<file path="src/rtl/star_pkg.sv">
// rtl/star_pkg.sv - state encoding, stage ids and go/done index order for the star scan controller
package star_pkg;

    typedef enum logic [3:0] {
        ST_IDLE,
        ST_READ,
        ST_CHECK,
        ST_INCR,
        ST_ROWS,
        ST_LEFT,
        ST_RIGHT,
        ST_DRAW,
        ST_CLEAN,
        ST_FINISH
    } state_t;

    localparam logic [2:0] SID_SCAN   = 3'd0;
    localparam logic [2:0] SID_ROWS   = 3'd1;
    localparam logic [2:0] SID_LEFT   = 3'd2;
    localparam logic [2:0] SID_RIGHT  = 3'd3;
    localparam logic [2:0] SID_DRAW   = 3'd4;
    localparam logic [2:0] SID_CLEAN  = 3'd5;
    localparam logic [2:0] SID_FINISH = 3'd6;

    localparam int NSTAGE    = 5;
    localparam int IDX_ROWS  = 0;
    localparam int IDX_LEFT  = 1;
    localparam int IDX_RIGHT = 2;
    localparam int IDX_DRAW  = 3;
    localparam int IDX_CLEAN = 4;

    function automatic state_t next_stage(input state_t s);
        case (s)
            ST_ROWS:  next_stage = ST_LEFT;
            ST_LEFT:  next_stage = ST_RIGHT;
            ST_RIGHT: next_stage = ST_DRAW;
            ST_DRAW:  next_stage = ST_CLEAN;
            default:  next_stage = ST_INCR;
        endcase
    endfunction

    function automatic logic [2:0] stage_id_of(input state_t s);
        case (s)
            ST_ROWS:   stage_id_of = SID_ROWS;
            ST_LEFT:   stage_id_of = SID_LEFT;
            ST_RIGHT:  stage_id_of = SID_RIGHT;
            ST_DRAW:   stage_id_of = SID_DRAW;
            ST_CLEAN:  stage_id_of = SID_CLEAN;
            ST_FINISH: stage_id_of = SID_FINISH;
            default:   stage_id_of = SID_SCAN;
        endcase
    endfunction

endpackage

</file>
<file path="src/rtl/scan_counter.sv">
// rtl/scan_counter.sv - raster x/y counters with last-pixel flag and frame buffer address
module scan_counter #(
    parameter int IMG_W   = 160,
    parameter int IMG_H   = 120,
    parameter int XSZ     = 8,
    parameter int YSZ     = 7,
    parameter int ADDR_SZ = 15
) (
    input  logic               clk,
    input  logic               resetn,
    input  logic               clr,
    input  logic               adv,
    output logic [XSZ-1:0]     x_count,
    output logic [YSZ-1:0]     y_count,
    output logic               lastPix,
    output logic [ADDR_SZ-1:0] rd_addr
);

    localparam logic [XSZ-1:0] X_LAST = XSZ'(IMG_W - 1);
    localparam logic [YSZ-1:0] Y_LAST = YSZ'(IMG_H - 1);

    logic xLast;

    assign xLast   = (x_count == X_LAST);
    assign lastPix = xLast && (y_count == Y_LAST);
    assign rd_addr = ADDR_SZ'(y_count) * ADDR_SZ'(IMG_W) + ADDR_SZ'(x_count);

    always_ff @(posedge clk) begin
        if (!resetn || clr) begin
            x_count <= '0;
            y_count <= '0;
        end else if (adv) begin
            if (xLast) begin
                x_count <= '0;
                y_count <= y_count + YSZ'(1);
            end else begin
                x_count <= x_count + XSZ'(1);
            end
        end
    end

endmodule

</file>
<file path="src/rtl/star_scan_ctrl.sv">
// rtl/star_scan_ctrl.sv - raster scan of the frame buffer, sequencing the five star helper stages per hit
module star_scan_ctrl
    import star_pkg::*;
#(
    parameter int IMG_W    = 160,
    parameter int IMG_H    = 120,
    parameter int XSZ      = 8,
    parameter int YSZ      = 7,
    parameter int ADDR_SZ  = 15,
    parameter int COL_SZ   = 3,
    parameter int NSTAR_SZ = 8,
    parameter int TO_SZ    = 12
) (
    input  logic                clk,
    input  logic                resetn,
    input  logic                start,
    input  logic [COL_SZ-1:0]   threshold,
    input  logic [COL_SZ-1:0]   pix_val,
    output logic [ADDR_SZ-1:0]  rd_addr,
    output logic [XSZ-1:0]      x_count,
    output logic [YSZ-1:0]      y_count,
    output logic                go_rows,
    output logic                go_left,
    output logic                go_right,
    output logic                go_draw,
    output logic                go_clean,
    input  logic                done_rows,
    input  logic                done_left,
    input  logic                done_right,
    input  logic                done_draw,
    input  logic                done_clean,
    output logic                busy,
    output logic                done,
    output logic [NSTAR_SZ-1:0] star_count,
    output logic                err_timeout,
    output logic [2:0]          stage_id
);

    // Counter value during the last cycle a stage may stay; it would reach all-ones on the next edge.
    localparam logic [TO_SZ-1:0] TO_LAST = {{(TO_SZ-1){1'b1}}, 1'b0};

    state_t              state;
    logic                firstCycle;
    logic [COL_SZ-1:0]   thr;
    logic [TO_SZ-1:0]    toCount;
    logic                lastPix;
    logic                cntClr;
    logic                cntAdv;
    logic [NSTAGE-1:0]   stageHot;
    logic [NSTAGE-1:0]   doneVec;
    logic [NSTAGE-1:0]   goVec;
    logic                acceptDone;
    logic                toHit;

    assign cntClr = (state == ST_IDLE) && start;
    assign cntAdv = (state == ST_INCR) && !lastPix;

    scan_counter #(
        .IMG_W   (IMG_W),
        .IMG_H   (IMG_H),
        .XSZ     (XSZ),
        .YSZ     (YSZ),
        .ADDR_SZ (ADDR_SZ)
    ) u_scan (
        .clk     (clk),
        .resetn  (resetn),
        .clr     (cntClr),
        .adv     (cntAdv),
        .x_count (x_count),
        .y_count (y_count),
        .lastPix (lastPix),
        .rd_addr (rd_addr)
    );

    always_comb begin
        stageHot = '0;
        case (state)
            ST_ROWS:  stageHot[IDX_ROWS]  = 1'b1;
            ST_LEFT:  stageHot[IDX_LEFT]  = 1'b1;
            ST_RIGHT: stageHot[IDX_RIGHT] = 1'b1;
            ST_DRAW:  stageHot[IDX_DRAW]  = 1'b1;
            ST_CLEAN: stageHot[IDX_CLEAN] = 1'b1;
            default:  stageHot = '0;
        endcase
    end

    always_comb begin
        doneVec            = '0;
        doneVec[IDX_ROWS]  = done_rows;
        doneVec[IDX_LEFT]  = done_left;
        doneVec[IDX_RIGHT] = done_right;
        doneVec[IDX_DRAW]  = done_draw;
        doneVec[IDX_CLEAN] = done_clean;
    end

    // A done seen in the go cycle belongs to a previous request and is dropped.
    assign goVec      = firstCycle ? stageHot : '0;
    assign acceptDone = !firstCycle && |(stageHot & doneVec);
    assign toHit      = (toCount == TO_LAST);

    assign go_rows  = goVec[IDX_ROWS];
    assign go_left  = goVec[IDX_LEFT];
    assign go_right = goVec[IDX_RIGHT];
    assign go_draw  = goVec[IDX_DRAW];
    assign go_clean = goVec[IDX_CLEAN];
    assign stage_id = stage_id_of(state);

    always_ff @(posedge clk) begin
        if (!resetn) begin
            state       <= ST_IDLE;
            firstCycle  <= 1'b0;
            thr         <= '0;
            toCount     <= '0;
            busy        <= 1'b0;
            done        <= 1'b0;
            star_count  <= '0;
            err_timeout <= 1'b0;
        end else begin
            done       <= 1'b0;
            firstCycle <= 1'b0;
            toCount    <= toCount + TO_SZ'(1);
            case (state)
                ST_IDLE: begin
                    if (start) begin
                        thr         <= threshold;
                        star_count  <= '0;
                        err_timeout <= 1'b0;
                        busy        <= 1'b1;
                        state       <= ST_READ;
                    end
                end
                ST_READ: state <= ST_CHECK;
                ST_CHECK: begin
                    if (pix_val > thr) begin
                        state      <= ST_ROWS;
                        firstCycle <= 1'b1;
                        toCount    <= '0;
                    end else begin
                        state <= ST_INCR;
                    end
                end
                ST_INCR: begin
                    if (lastPix) begin
                        state <= ST_FINISH;
                        done  <= 1'b1;
                    end else begin
                        state <= ST_READ;
                    end
                end
                ST_ROWS, ST_LEFT, ST_RIGHT, ST_DRAW, ST_CLEAN: begin
                    if (acceptDone) begin
                        if (state == ST_CLEAN) begin
                            if (star_count != '1) begin
                                star_count <= star_count + NSTAR_SZ'(1);
                            end
                            state <= ST_INCR;
                        end else begin
                            state      <= next_stage(state);
                            firstCycle <= 1'b1;
                            toCount    <= '0;
                        end
                    end else if (toHit) begin
                        err_timeout <= 1'b1;
                        state       <= ST_INCR;
                    end
                end
                ST_FINISH: begin
                    busy  <= 1'b0;
                    state <= ST_IDLE;
                end
                default: state <= ST_IDLE;
            endcase
        end
    end

endmodule
</file>
<file path="config.mk">
export PLATFORM = sky130hd
export DESIGN_NAME = star_scan_ctrl
export DESIGN_NICKNAME = d
export VERILOG_FILES = /design/src/rtl/star_pkg.sv /design/src/rtl/scan_counter.sv /design/src/rtl/star_scan_ctrl.sv
export SDC_FILE = /design/constraint.sdc
export NUM_CORES = 1
export LEC_CHECK = 0
export ABC_AREA = 1
export CORE_ASPECT_RATIO = 1.75
export CORE_MARGIN = 8
export CORE_UTILIZATION = 55
export DETAILED_ROUTE_END_ITERATION = 10
export PLACE_DENSITY = 0.9
export SLEW_MARGIN = 30
export SYNTH_ARGS = -nofsm -noshare
export SYNTH_HDL_FRONTEND = slang
export SYNTH_SLANG_ARGS = --single-unit
</file>
<file path="constraint.sdc">
create_clock -name clk -period 4.8 [get_ports clk]
set_clock_uncertainty 0.05 [all_clocks]
set_input_delay 1.44 -clock clk [delete_from_list [all_inputs] [get_ports clk]]
set_output_delay 1.44 -clock clk [all_outputs]
set_load 0.02 [all_outputs]
</file>
# == Yosys cells after proc, flatten, opt, wreduce, memory -nomap -nowiden ==
# Index checks and enable logic that the tools add are counted.
# op_classes
addsub,5
n_mul,1
n_lt_le_gt_ge,1
eq_ne,20
n_mux,36
bitwise_logic,1
n_reduce_logical,20
# op_table
operator,n
$mux 8,5
$mux 12,3
$pmux 12 s2,1
$mux 4,5
$pmux 4 s5,1
$pmux 3 s6,1
$add 8x1->8 const B,2
$eq 4x3->1 const B,4
$pmux 4 s4,1
$pmux 8 s2,1
$add 15x8->15,1
$mux 1,13
$add 12x1->12 const B,1
$eq 12x12->1 const B,1
$ne 2x2->1 const B,6
$mul 7x3->10 const B,1
$reduce_and 2->1,5
$reduce_or 5->1,2
$eq 4x2->1 const B,2
$eq 4x4->1 const B,2
$eq 8x8->1 const B,1
$ne 8x8->1 const B,1
$add 7x1->7 const B,1
$eq 7x7->1 const B,1
14 further kinds,22
# totals
register_bits,46
inputBits,14
output_inout_bits,49
word_cells,94

# == Longest topological paths before layout ==
# Gate-level depths: netlist of run 1.
# depth
depth_word,7
depth_mapped,13
depth_no_buf,12

# == Modules after synthesis ==
# From an unflattened synthesis of run 1, not the netlist that was laid out.
# hier_totals
hier_cells,436
hier_area_um2,2981.6
# modules_own_cells
module,instances,cells_per_inst,area_each_um2,seq_area_each_um2
star_scan_ctrl,1,248,1697.9,620.6
scan_counter,1,188,1283.7,300.3

# == Least setup slack after synthesis of run 1 ==
# OpenSTA, ideal clock, no wires.
# synth_path
kind,register -> output
start,reg u_scan.y_count[3]
end,out rd_addr[12]
arrival_time_ps,2380
required_ps,3310
slack_ps,930
stages_incl_launch_ff,9
n_path_buf,0
cell_sequence,dfxtp_1 -> ha_1 -> ha_1 -> fa_1 -> nand2_1 -> nand2_1 -> a21oi_1 -> xor2_1 -> xor2_1
# synth_between
elab_chain_len,2
# synth_rtl
element,line,text
from (decl),scan_counter.sv:14,"output logic [YSZ-1:0] y_count,"
from (signal assigned),scan_counter.sv:35,y_count <= y_count + YSZ'(1);
$mul 7x3->10,scan_counter.sv:26,assign rd_addr = ADDR_SZ'(y_count) * ADDR_SZ'(IMG_W) + ADDR_SZ'(x_count);
$add 15x8->15,scan_counter.sv:26,
to (decl),star_scan_ctrl.sv:19,"output logic [ADDR_SZ-1:0] rd_addr,"
# No other way between the ends.

# == Worst setup path after layout of run 1 ==
# layout_path
start,reg u_scan.y_count[1]
end,out rd_addr[12]
# The elaborated chain is that of the path after synthesis.

==> results of run 1 <==
==> metrics by stage <==
stage          instance area (µm²)  utilization
3_5_place_dp                  3640        0.692
3_3_place_gp                  3640        0.692
6_report                      3760        0.716
4_1_cts                       3750        0.713
2_1_floorplan                 3000            -
5_1_grt                       3760        0.716
==> sequential cells by signal, indices dropped and copies added (netlist names) <==
| signal | cells |
|---|---|
| star_count | 8 |
| err_timeout | 1 |
| busy | 1 |
| u_scan.y_count | 7 |
| state | 4 |
| firstCycle | 1 |
| thr | 3 |
| done | 1 |
| u_scan.x_count | 8 |
| toCount | 12 |
==> per-layer routing <==
layer | routed length [µm] | vias up | track usage | part of all wire
li1 | - | 1499 | - | -
met2 | 3960 | 92 | 0.353 | 0.55
met4 | 208 | 0 | 0.111 | 0.029
met5 | 0 | - | 0 | 0
met3 | 343 | 17 | 0.0316 | 0.047
met1 | 2730 | 1360 | 0.161 | 0.38
==> cell families (layout without fill, tap and decap cells) <==
family                   Yosys count  after routing  synth area share
AND/OR/NAND/NOR                  214            214             0.325
buffers and inverters             71            132            0.0979
AO/OA/AOI/OAI                     53             53            0.0941
flip-flops                        46             46             0.307
XOR/XNOR                          26             26            0.0758
adder cells (fa/ha/maj)           23             23             0.101
==> cell usage in the layout (no fill, tap or decap), types with 2 or more instances in the layout <==
| cell type | Yosys | final |
|---|---|---|
| nor3_1 | 6 | 6 |
| clkbuf_8 | 0 | 6 |
| inv_2 | 8 | 8 |
| xnor2_1 | 6 | 6 |
| nand2_4 | 4 | 4 |
| nor2_2 | 3 | 3 |
| a21oi_1 | 32 | 32 |
| o21ai_0 | 14 | 14 |
| dfxtp_2 | 0 | 2 |
| clkdlybuf4s50_1 | 0 | 61 |
| nor2_1 | 58 | 58 |
| nand4_1 | 6 | 6 |
| nand3_1 | 28 | 28 |
| nor2_4 | 3 | 3 |
| inv_1 | 54 | 54 |
| ha_1 | 21 | 21 |
| a211oi_1 | 3 | 3 |
| nand2_1 | 91 | 91 |
| nor3b_1 | 3 | 3 |
| dfxtp_1 | 46 | 44 |
| fa_1 | 2 | 2 |
| xor2_1 | 20 | 19 |
| nand3b_1 | 2 | 2 |
| nand2_2 | 6 | 6 |
==> timing repair <==
item	in CTS	in global routing
endpoints found under the setup margin	0	2
hold buffers	0	0
gates resized for setup	0	4
==> worst paths after layout <==
| path | start | end | slack (ns) | cells past startpoint |
|---|---|---|---|---|
| worst max-delay path | u_scan.y_count[1] | rd_addr[12] | 0.19 | 9 |
| worst min-delay path | toCount[0] | toCount[0] | 0.40 | 1 |
| worst max register to register | u_scan.x_count[0] | u_scan.y_count[3] | 2.83 | 11 |
| worst min register to register | toCount[0] | toCount[0] | 0.40 | 1 |
==> final cells by class <==
type | count | area, µm² | area share
clock buffer | 6 | 82.6 | 0.0220
clock inverter | 1 | 30.0 | 0.00798
inverter | 63 | 236 | 0.0629
multi-input combinational | 316 | 1800 | 0.478
sequential | 46 | 923 | 0.246
tap | 55 | 68.8 | 0.0183
timing repair buffer | 62 | 623 | 0.166
==> worst max-delay path, cell delays in order (launching register included) <==
cell and delay, ns:
dfxtp_2 0.37, ha_1 0.30, ha_1 0.23, fa_1 0.44, nand2_1 0.09, nand2_1 0.06
a21oi_1 0.22, xor2_1 0.31, xor2_1 0.19, clkdlybuf4s50_1 0.62
==> power by group through the flow <==
stage          Clock [mW]  Combinational (mW)  Sequential [mW]
2_1_floorplan           0               0.225            0.458
3_3_place_gp            0               0.307            0.453
3_5_place_dp            0               0.316            0.454
4_1_cts             0.301               0.317            0.445
5_1_grt             0.316               0.358            0.450
6_report            0.297               0.318            0.446
==> run metrics, run 1 <==
status=finished, final reports clean; total track usage=0.180; area share of the largest cell type after synthesis=0.307; Synth cell types=34; sequential area share after synthesis=0.307; post-route setup slack=~0.19 ns; DRC viols=0; clock tree buffer depth=2; Final Hold Viols=0; Initial Util=0.572; dpl ws=around 0.38 ns; HPWL Detailed=just under 6000 µm; TNS Setup=0 ns; sw power=between 300 and 400 µW; via/cell ratio=5.41; Die H=around 110 µm; initial antenna violation count=0; Final setup viols=0; total core area=between 0.005 and 0.006 mm²; num ports=63; Slew HR=0.692; Tmin final=roughly 4.6 ns; most common library cells after synthesis=nand2_1, nor2_1, inv_1; largest net degree at the start of global routing=16; Slew Viols, Final=0; largest cells by area after synthesis=dfxtp_1, nand2_1, ha_1; FMAX=between 0.2 and 0.25 GHz; Sw Share=0.346; TritonCTS Buffers=5; number of diodes=0; Tot Pwr=about 1.1 mW; worst-skew pair later-pin latency=~0.3 ns; crit path max fanout=6; H-tree levels=2; Post-synth top flop=dfxtp_1; worst path required time=around 3.3 ns; internal power=694 µW; via count=slightly below 3k; clock share of power=0.280; Mapped Cells=433; nets@finish=approximately 530; die width=~72 µm; mean routed wirelength per cell=roughly 13 µm; Post-synth EDFFs=0; setup bufs post-CTS=0; Reg clk slew, reported paths=around 0.090 ns; num rows=35; Port Buf Inserts=62; gpl congestion=around 0.87; Post-DRT Antenna Nets=0; Max-Cap Viols=0; WS Path Type=reg -> out; dominant cell type by area after synthesis=dfxtp_1; Die ar.=0.00818 mm²; Crit. End Element=output port; Startpoint Class=flop; Avg Cell Area, Syn=between 6 and 7 µm²; Layout fillers=between 400 and 500; Combinational Power Share=0.300; TritonCTS clock tree=done; P_leak=about 1.6 nW; share of cells above drive strength 1=0.0769; grt ovf=0; initial drt markers=182; period utilization=0.961; count leader, synth=nand2_1; drt pass-1 iters=4; synthesis-to-layout area growth=25.2%; Fin Hold WS=approximately 0.4 ns; synth warn=0; WL final=7240 µm; Mapped Area=0.00300 mm²; # clock sinks=between 40 and 50; sequential power share=0.421; unrepaired setup endpoints after global routing=false; ys async rst share=0; Worst Max-Slew Pin Slew=approximately 0.46 ns; Yosys reg bits=between 40 and 50; Placed Cells=about 540; worst vdd ir=between 200 and 300 µV; HP Class=reg -> reg; Post-Syn Nets=470; Cell Pwr Density=between 200 and 300 mW/mm²; first-pass GRT wire length=around 12000 µm; CTS root buffer=clkbuf_8; Layout Cells excl Fill=between 500 and 600; vias in the first global route=3003; Worst Path Arrival=around 3.1 ns
No activity file was read; power rests on OpenSTA's default activity.
==> run 2: changes to the inputs <==
SLEW_MARGIN = 15   (was 30)
==> results of run 2 <==
No change in the layout: final DEF, timing and power equal those of run 1.
==> run 3: changes to the inputs <==
CORE_UTILIZATION = 50   (was 55)
PLACE_DENSITY = 0.83   (was 0.9)
==> run metrics, run 3 (synthesis results as in run 1) <==
status=finished, final reports clean; num rows=37 (+5.7%); Worst Path Arrival=3.13 ns (about the same); grt ovf=0 (unchanged); clock tree buffer depth=2 (unchanged); sequential power share=0.403 (-0.018); crit path max fanout=6 (unchanged); total track usage=0.172 (-0.00856); initial antenna violation count=0 (unchanged); # clock sinks=46 (unchanged); Port Buf Inserts=62 (unchanged); worst path cell trace=ha_1 > ha_1 > fa_1 > nand2_1 > nand2_1 > a21oi_1 > xor2_1 > xor2_1 > clkdlybuf4s50_1; FF/Latch Area=922 µm² (-0.14%); Cell Pwr Density=290 mW/mm² (+2.8%); Slew HR=0.703 (+0.0105); Area after DPL=0.00366 mm² (+0.79%); WP buf/inv=1 (unchanged); P_leak=1.61 nW (+0.66%); number of diodes=0 (unchanged); CP max-delay cell=clkdlybuf4s50_1; Fin Hold WS=0.408 ns (+0.00834 ns); dpl ws=0.380 ns (-0.00232 ns); Layout Cells excl Fill=573 (+4.4%); worst-skew pair later-pin latency=0.30 ns (about the same); drt pass-1 iters=4 (unchanged); post-route setup slack=0.180 ns (-0.00539 ns); Final Cell Area=0.00381 mm² (+1.4%); Final Hold Viols=0 (unchanged); H-tree levels=2 (unchanged); HPWL Detailed=5860 µm (+0.60%); DRC viols=0 (unchanged); max reg flops=12 (unchanged); internal power=736 µW (+6.0%); CP max stage delay=0.62 ns (about the same); Final setup viols=0 (unchanged); Combinational Power Share=0.286 (-0.014); CTS root buffer=clkbuf_8; multi-input combinational cell area=0.00180 mm² (unchanged); num ports=63 (unchanged); vias in the first global route=2978 (-0.83%); Worst Max-Slew Pin Slew=0.445 ns (-0.0157 ns); share of cells above drive strength 1=0.0768 (-0.000155); Sw Share=0.335 (-0.0108); WS Path Type=reg -> out; Reg clk slew, reported paths=0.09 ns (about the same); via/cell ratio=5.12 (-5.4%); synthesis-to-layout area growth=26.9%; period utilization=0.963 (+0.00112); Tmin final=4.62 ns (+0.00539 ns); most frequent cells in the layout=nand2_1, clkdlybuf4s50_1, nor2_1; Hold Startpoint=toCount[0]; final core utilization=0.654 (-0.0619); worst reg-to-reg path cell count=11 (unchanged); HP Class=reg -> reg; Reg with most FFs=toCount; unrepaired setup endpoints after global routing=false; first-pass GRT wire length=12300 µm (+1.3%); total core area=0.00583 mm² (+11%); WL final=7540 µm (+4.1%); commonest non-fill, non-tap cell in the layout=nand2_1; mean routed wirelength per cell=13.2 µm (-0.26%); die width=74.6 µm (+3.8%); TritonCTS Buffers=5 (unchanged); TritonCTS clock tree=done; critical path's top delay family=adder cells; TNS Setup=0 ns (unchanged); worst path required time=3.31 ns (about the same); worst vdd ir=422 µV (+56%); Reg-to-Reg End=u_scan.y_count[2]; FF-to-FF Start=u_scan.x_count[0]; Worst Hold Endpoint=toCount[0]; Die ar.=0.00884 mm² (+8.2%); Layout fillers=513 (+20%); Max-Cap Viols=0 (unchanged); internal reg-to-reg setup slack=2.74 ns (-0.09 ns); Placed Cells=565 (+4.2%); nets@finish=531 (unchanged); Die H=119 µm (+4.2%); Tot Pwr=1.11 mW (+4.3%); Initial Util=0.515 (-0.0567); Slew Viols, Final=0 (unchanged); clock share of power=0.311 (+0.031); via count=2931 (-1.2%); largest net degree at the start of global routing=16 (unchanged); Startpoint Class=flop; initial drt markers=146 (-20%); sw power=370 µW (+1.0%); Crit. End Element=output port; gpl congestion=0.915 (+5.0%); WHS Path Cells=1 (unchanged); Post-DRT Antenna Nets=0 (unchanged); largest registers=toCount x12, star_count x8, u_scan.x_count x8; FMAX=0.216 GHz (-0.12%)
-- run 3: changes by cell type in the layout (fill, tap and decap cells not counted), sizes merged --
cell and delta:
clkbuf -1, bufinv +1, clkinv +1
-- run 3: how the worst max path moves through the flow --
stage / startpoint / endpoint / slack, ns / depth (start not counted)
after floorplan: u_scan.y_count[3] / rd_addr[12] / 0.93 / 8
after global placement: u_scan.y_count[3] / rd_addr[13] / 0.51 / 13
after detailed placement: u_scan.y_count[3] / rd_addr[13] / 0.38 / 13
after CTS: u_scan.y_count[3] / rd_addr[13] / 0.04 / 13
after global routing: u_scan.y_count[1] / rd_addr[12] / 0.001 / 9
final: u_scan.y_count[1] / rd_addr[12] / 0.18 / 9
-- run 3: timing repair --
action / CTS / global route
resized for setup: 0 / 3
endpoints found under the setup margin: 0 / 2
buffers inserted: 0 / 0
hold buffers: 0 / 0
-- run 3: metal layers --
metal,up-vias,wire (µm),global-route usage
li1,1492,-,-
met1,1363,2870,0.159
met2,67,4240,0.342
met3,9,334,0.0305
met4,0,100,0.0580
met5,-,0,0
-- run 3: final cells by class --
class | instances | area share
well taps | 78 | 0.0256
flip-flops and latches | 46 | 0.242
clock buffers | 5 | 0.0180
inverters | 63 | 0.0620
multi-input cells | 316 | 0.471
clock inverters | 3 | 0.0180
repair buffers | 62 | 0.163
-- run 3: power by group through the flow --
stage / combinational, mW / clock, mW / sequential (mW)
after CTS: 0.317 / 0.348 / 0.445
after global placement: 0.308 / 0 / 0.452
after detailed placement: 0.315 / 0 / 0.453
after global routing: 0.358 / 0.361 / 0.450
final: 0.316 / 0.344 / 0.446
after floorplan: 0.225 / 0 / 0.458
